[src/rtl/seq_scan_pkg.sv]
// Shared definitions for the serial pattern-scan controller.
//   state_t       : controller FSM states
//   DEF_RST_PAT   : pattern loaded at reset (default configuration)
//   cnt_width()   : width needed to hold a match count of 0..word_w
package seq_scan_pkg;

    typedef enum logic [1:0] {
        S_IDLE  = 2'd0,
        S_SHIFT = 2'd1,
        S_DONE  = 2'd2
    } state_t;

    localparam logic [3:0] DEF_RST_PAT = 4'b1101;

    function automatic int unsigned cnt_width(input int unsigned word_w);
        return $clog2(word_w + 1);
    endfunction

endpackage

[src/rtl/seq_scan_det.sv]
// Serial pattern detector.
// Shifts one bit per enabled cycle into a PAT_W-1 bit history and flags a
// hit when the history plus the current bit equals the stored pattern.
// A fill counter suppresses hits until PAT_W bits of the word have been seen.
//   clk, reset : clock, synchronous active-high reset
//   clr        : clear history and fill counter (start of a new word)
//   en         : a bit is presented this cycle
//   bit_in     : current serial bit
//   pat        : pattern to compare against
//   hit        : combinational match pulse for the current bit
module seq_det #(
    parameter int unsigned PAT_W = 4
) (
    input  logic             clk,
    input  logic             reset,
    input  logic             clr,
    input  logic             en,
    input  logic             bit_in,
    input  logic [PAT_W-1:0] pat,
    output logic             hit
);

    localparam int unsigned FILL_W = $clog2(PAT_W);

    logic [PAT_W-2:0]  hist;
    logic [FILL_W-1:0] fill;
    logic [PAT_W-1:0]  window;
    logic              full;

    // Window = last PAT_W bits including the one presented this cycle.
    assign window = {hist, bit_in};
    assign full   = (fill == FILL_W'(PAT_W - 1));
    assign hit    = en && full && (window == pat);

    always_ff @(posedge clk) begin
        if (reset || clr) begin
            hist <= '0;
            fill <= '0;
        end else if (en) begin
            hist <= window[PAT_W-2:0];
            if (!full) begin
                fill <= fill + FILL_W'(1);
            end
        end
    end

endmodule

[src/rtl/seq_scan_ctrl.sv]
// Word-parallel in, count out pattern scanner.
// Accepts a WORD_W-bit word in IDLE, streams it MSB first through seq_det
// over WORD_W SHIFT cycles, then holds the match count in DONE until the
// consumer takes it.
//   clk, reset          : clock, synchronous active-high reset
//   cfg_we, cfg_pat     : pattern write (honoured in IDLE only)
//   in_valid, in_ready  : input word handshake, in_data is the word
//   out_valid,out_ready : result handshake, out_count is the match count
//   busy                : high while a word is in flight (SHIFT or DONE)
//   det_hit             : per-cycle detector match pulse
module seq_scan_ctrl
    import seq_scan_pkg::*;
#(
    parameter int unsigned      WORD_W  = 16,
    parameter int unsigned      PAT_W   = 4,
    parameter logic [PAT_W-1:0] RST_PAT = PAT_W'(DEF_RST_PAT),
    localparam int unsigned     CNT_W   = cnt_width(WORD_W)
) (
    input  logic              clk,
    input  logic              reset,
    input  logic              cfg_we,
    input  logic [PAT_W-1:0]  cfg_pat,
    input  logic              in_valid,
    output logic              in_ready,
    input  logic [WORD_W-1:0] in_data,
    output logic              out_valid,
    input  logic              out_ready,
    output logic [CNT_W-1:0]  out_count,
    output logic              busy,
    output logic              det_hit
);

    state_t              state;
    state_t              state_nxt;
    logic [WORD_W-1:0]   sreg;
    logic [CNT_W-1:0]    idx;
    logic [CNT_W-1:0]    cnt;
    logic [PAT_W-1:0]    pat;
    logic                accept;
    logic                last_bit;

    assign accept   = (state == S_IDLE) && in_valid;
    assign last_bit = (idx == CNT_W'(WORD_W - 1));

    always_ff @(posedge clk) begin
        if (reset) begin
            state <= S_IDLE;
        end else begin
            state <= state_nxt;
        end
    end

    always_comb begin
        state_nxt = state;
        in_ready  = 1'b0;
        out_valid = 1'b0;
        busy      = 1'b0;
        case (state)
            S_IDLE: begin
                in_ready = 1'b1;
                if (in_valid) begin
                    state_nxt = S_SHIFT;
                end
            end
            S_SHIFT: begin
                busy = 1'b1;
                if (last_bit) begin
                    state_nxt = S_DONE;
                end
            end
            S_DONE: begin
                busy      = 1'b1;
                out_valid = 1'b1;
                if (out_ready) begin
                    state_nxt = S_IDLE;
                end
            end
            default: state_nxt = S_IDLE;
        endcase
    end

    // Pattern register is written in IDLE alongside the accept, so a pattern
    // written together with in_valid is already in place for the first bit.
    always_ff @(posedge clk) begin
        if (reset) begin
            sreg <= '0;
            idx  <= '0;
            cnt  <= '0;
            pat  <= RST_PAT;
        end else begin
            case (state)
                S_IDLE: begin
                    if (cfg_we) begin
                        pat <= cfg_pat;
                    end
                    if (in_valid) begin
                        sreg <= in_data;
                        idx  <= '0;
                        cnt  <= '0;
                    end
                end
                S_SHIFT: begin
                    sreg <= {sreg[WORD_W-2:0], 1'b0};
                    idx  <= idx + CNT_W'(1);
                    if (det_hit) begin
                        cnt <= cnt + CNT_W'(1);
                    end
                end
                default: ;
            endcase
        end
    end

    assign out_count = cnt;

    seq_det #(
        .PAT_W(PAT_W)
    ) u_det (
        .clk    (clk),
        .reset  (reset),
        .clr    (accept),
        .en     (state == S_SHIFT),
        .bit_in (sreg[WORD_W-1]),
        .pat    (pat),
        .hit    (det_hit)
    );

endmodule

[config.mk]
export PLATFORM = sky130hd
export DESIGN_NAME = seq_scan_ctrl
export DESIGN_NICKNAME = d
export VERILOG_FILES = /design/src/rtl/seq_scan_pkg.sv /design/src/rtl/seq_scan_det.sv /design/src/rtl/seq_scan_ctrl.sv
export SDC_FILE = /design/constraint.sdc
export NUM_CORES = 1
export LEC_CHECK = 0
export CAP_MARGIN = 25
export CORE_MARGIN = 2
export CORE_UTILIZATION = 55
export CTS_CLUSTER_SIZE = 25
export DETAILED_ROUTE_END_ITERATION = 16
export PLACE_DENSITY = 0.94
export REMOVE_ABC_BUFFERS = 1
export SYNTH_ARGS = -nofsm -noshare
export SYNTH_HDL_FRONTEND = slang
export SYNTH_SLANG_ARGS = --single-unit
[constraint.sdc]
create_clock -name clk -period 3.9 [get_ports clk]
set_clock_uncertainty 0.05 [all_clocks]
set_input_delay 0.78 -clock clk [delete_from_list [all_inputs] [get_ports clk]]
set_output_delay 0.78 -clock clk [all_outputs]
set_load 0.01 [all_outputs]
# After elaboration in Yosys (flattened, before gate mapping)

Index checks and enable logic that the tools add are counted.

Bits in registers: 37
Input port bits: 25
Output and inout port bits: 9
Logic and storage cells: 45

Add/sub/neg operators: 3
Equal/unequal tests: 9
Multiplexer cells: 13
Bitwise gates (word level): 1
Reductions and logical operators: 12

Operators with widths:

| kind                | count |
|---|---|
| $pmux 16 s2         | 1 |
| $pmux 5 s2          | 2 |
| $mux 16             | 1 |
| $add 5x1->5 const B | 2 |
| $mux 5              | 2 |
| $ne 2x2->1 const B  | 4 |
| $mux 2              | 3 |
| $pmux 2 s3          | 1 |
| $reduce_and 2->1    | 3 |
| $reduce_and 3->1    | 2 |
| $eq 5x4->1 const B  | 1 |
| $eq 2x2->1 const B  | 2 |
| $eq 4x4->1          | 1 |
| $logic_and 1x1->1   | 3 |
| $mux 1              | 3 |
| $add 2x1->2 const B | 1 |
| $eq 2x1->1 const B  | 1 |
| $logic_not 2->1     | 1 |
| $reduce_bool 2->1   | 1 |
| $reduce_or 2->1     | 1 |
| $logic_or 1x1->1    | 1 |
| $not 1->1           | 1 |

# Depth between registers and ports, before layout

Depth in word-level cells: 5
Mapped depth: 7
Mapped depth without buffers: 6

# Modules after synthesis

From an unflattened synthesis, not the netlist that was laid out.

Cells, all modules: 190
Area, all modules: 1760.4 um2

By module, submodules not included:

| module        | times used | cells each | area an instance (um2) | seq. area each (um2) |
|---|---|---|---|---|
| seq_scan_ctrl | 1          | 164        | 1501.4                 | 640.6 |
| seq_det       | 1          | 26         | 259.0                  | 100.1 |

# Worst setup path before layout

OpenSTA, ideal clock, no wires.

Kind: register -> output
Start point: register u_det.hist[0]
End point: output det_hit
Arrival: 1.082 ns
Required time: 3.070 ns
Path slack: 1.988 ns
Cell stages (with the launch flop): 4
Path buffers: 0
Cells stage by stage: dfxtp_1 -> xor2_1 -> nor3_4 -> nor3b_1

Longest elaborated chain between the ends: 2

RTL lines:

| item                   | RTL line            | RTL |
|---|---|---|
| start, declared        | seq_scan_det.sv:25  | `logic [PAT_W-2:0] hist;` |
| start signal, assigned | seq_scan_det.sv:40  | `hist <= window[PAT_W-2:0];` |
| $eq 4x4->1             | seq_scan_det.sv:33  | `assign hit = en && full && (window == pat);` |
| $logic_and 1x1->1      | seq_scan_det.sv:33  |  |
| end, declared          | seq_scan_ctrl.sv:30 | `output logic det_hit` |

Every way passes these cells.

# Worst setup path in the final report

Same ends and word-level chain as after synthesis.

==> results.py <==
metrics = {
    "outcome": {
        "status": "completed",
    },
    "critical_path": {
        "critPathCapture": "det_hit",
        "endpoint_kind": "output pin",
        "required_ns": 3.07,
        "rrSetupSlack_ns": 1.78,
        "crit_arrival_ns": 1.96,
        "crit_family": "buffers and inverters",
        "ff2ff_path_depth": 7,
        "cp-start-kind": "register",
        "cp_num_cells": 4,
        "slowest_delay_ns": 0.57,
        "worstReg2RegStart": "state[1]",
        "critical_path_buf_inv_count": 1,
        "crit_slowest_cell": "clkdlybuf4s50_1",
        "crit_path_start": "u_det.hist[0]",
        "crit_type": "reg -> out",
        "r2r_end": "idx[3]",
        "critical_path.cell_chain": "xor2_1, nor3_4, nor3b_1, clkdlybuf4s50_1",
        "cp_max_fo": 5,
    },
    "clocking": {
        "htreeDepth": 2,
        "cts_buffers": 5,
        "root_buffer": "clkbuf_4",
        "cts_max_path_buffers": 2,
        "cts_setup_buffers": 0,
        "tritoncts": "built",
        "postCtsResizedCells": 0,
        "clkTransAtPathRegs_ns": 0.11,
        "holdBufCountCts": 0,
        "cts.sinks": 37,
        "clock_insertion_delay_worst_skew_ns": 0.35,
    },
    "timing": {
        "final_max_slew_viol_count": 0,
        "clock.fmax_mhz": 359,
        "slew_headroom_pct": 64.0,
        "hold_violations": 0,
        "fin_tns_setup_ns": 0,
        "setup_viol": 0,
        "min_period_over_period_pct": 71.5,
        "finalCriticalPeriod_ns": 2.79,
        "holdWs_ns": 0.431,
        "worst_pin_slew_ns": 0.540,
        "grt_setup_unrepaired": "false",
    },
    "floorplan": {
        "io_pins": 34,
        "rows": 20,
        "coreArea_mm2": 0.00305,
        "die-height_um": 60.8,
        "die-area_mm2": 0.00370,
        "die_x_um": 60.8,
        "start_util_pct": 58.2,
    },
    "logic_synthesis": {
        "synth_area_mm2": 0.00178,
        "async_reset_ff_share_pct": 0,
        "synth.top_cell.area_share_pct": 41.7,
        "ys_types": 39,
        "synth_most_common_cell": "dfxtp_1",
        "synthCells": 187,
        "synth_commonest_cells": "37 x dfxtp_1, 31 x nor2_1, 21 x mux2i_1",
        "ys.flop_type": "dfxtp_1",
        "seq_area_frac_synth_pct": 41.7,
        "synth.avg_cell_area_um2": 9.50,
        "synthTopCellsByArea": "dfxtp_1 42%, mux2i_1 12%, nor2_1 6.5%, a211oi_1 6.3%, ha_1 4.9%",
        "synth-warning-count": 0,
        "ys_ff_latch": 37,
        "synth.largest_area_cell": "dfxtp_1",
        "synth_edf_count": 0,
    },
    "grt": {
        "grt_first_pass_wirelength_mm": 6.05,
        "grt.overflow.total": 0,
        "grt_max_degree": 34,
        "antenna_found_initial": 0,
        "first_global_vias": 1435,
        "grt.total_usage_pct": 22.1,
    },
    "finish": {
        "drive_above_1_share_pct": 9.55,
        "antenna_cells": 0,
        "fin_area_mm2": 0.00219,
        "syn_to_final_growth_pct": 23.5,
        "nNetsFinal": 251,
        "final_util_pct": 71.8,
    },
    "routing": {
        "routedWlPerCell_um": 13.0,
        "num_vias": 1415,
        "viasPerCell": 5.36,
        "drc": 0,
        "ant_nets": 0,
        "first_pass_iters": 4,
        "drt_iter0_drc": 56,
        "wirelength_mm": 3.43,
    },
    "place": {
        "port_buffers": 33,
        "gp_congestion": 0.817,
        "placed_cell_area_mm2": 0.00213,
        "dp_hpwl_mm": 2.55,
    },
    "power": {
        "ir_worst_vdd_mv": 0.415,
        "power.density_mw_per_mm2": 598,
        "power_mw": 1.31,
        "power_leakage_nw": 0.865,
    },
    "job": {
        "max_cap_violations": 0,
    },
    "hold_path": {
        "holdCritStartpoint": "pat[1]",
        "hp-class": "reg -> reg",
    },
}
[cell families after synthesis]
family / after synthesis / synth area share [%]
adders and majority gates: 7 / 4.93
AOI/OAI and AO/OA: 35 / 14.9
DFF: 37 / 41.7
buffers and inverters: 15 / 3.80
xor gates and xnor gates: 7 / 3.87
muxes: 23 / 13.1
and+or+nand+nor: 63 / 17.7
[flip-flops by register name (all words and copies together), names as in the netlist]
signal / count
idx: 5
out_count: 5
pat: 4
sreg: 16
state: 2
u_det.fill: 2
u_det.hist: 3
[tightest hold or removal path, stage by stage, from the launching register on]
cell	delay [ns]
dfxtp_1	0.34
nand2_1	0.06
a21oi_1	0.05
[cells in the final DEF, fill, tap and decap left out, types with 2 or more instances in the layout]
| master | count |
|---|---|
| o21ai_0 | 2 |
| nand2b_1 | 3 |
| mux2_2 | 2 |
| mux2i_1 | 21 |
| ha_1 | 7 |
| a211oi_1 | 15 |
| xor2_1 | 5 |
| a221o_1 | 2 |
| a211o_1 | 3 |
| a21oi_1 | 5 |
| nand3_1 | 4 |
| nor2_1 | 31 |
| nand2_1 | 9 |
| nor2b_1 | 2 |
| inv_1 | 5 |
| buf_4 | 2 |
| dfxtp_1 | 37 |
| clkbuf_4 | 5 |
| and3_1 | 6 |
| clkdlybuf4s50_1 | 33 |
[worst min path at each step]
stage                     to  slack, ns  cells after the start
2_1_floorplan         pat[1]       0.39                      2
3_3_place_gp   u_det.fill[1]       0.42                      2
3_5_place_dp          pat[1]       0.42                      2
4_1_cts               pat[1]       0.44                      2
5_1_grt               pat[1]       0.46                      2
6_report              pat[1]       0.43                      2
[where the power goes]
group,switching [mW],leakage [nW],total [mW],internal [mW]
Combinational,0.314,0.524,0.564,0.251
Clock,0.131,0.0382,0.219,0.0879
Sequential,0.0605,0.303,0.528,0.467
[final cells by class]
type / instances / area [um2]
well taps: 44 / 55.1
repair buffers: 35 / 345
inverters: 5 / 18.8
fillers: 230 / 860
flip-flops and latches: 37 / 741
clock inverters: 2 / 13.8
clock buffers: 6 / 51.3
multi-input cells: 135 / 968
[per-layer routing]
metal	vias to the layer above	share of wire [%]	global-route usage, %
met2	35	48	38.6
met1	641	46	25.6
met3	5	5.0	7.46
met5	-	0	0
met4	0	1.3	6.83
li1	734	-	-
[per-stage QoR]
| stage | cells | worst slack (ns) |
|---|---|---|
| CTS | 264 | 1.06 |
| global placement | 256 | 1.38 |
| global route | 264 | 0.908 |
| floorplan | 177 | 1.27 |
| finish | 264 | 1.11 |
| detailed placement | 256 | 1.35 |
Note: power is estimated with default switching activity, not from simulation.
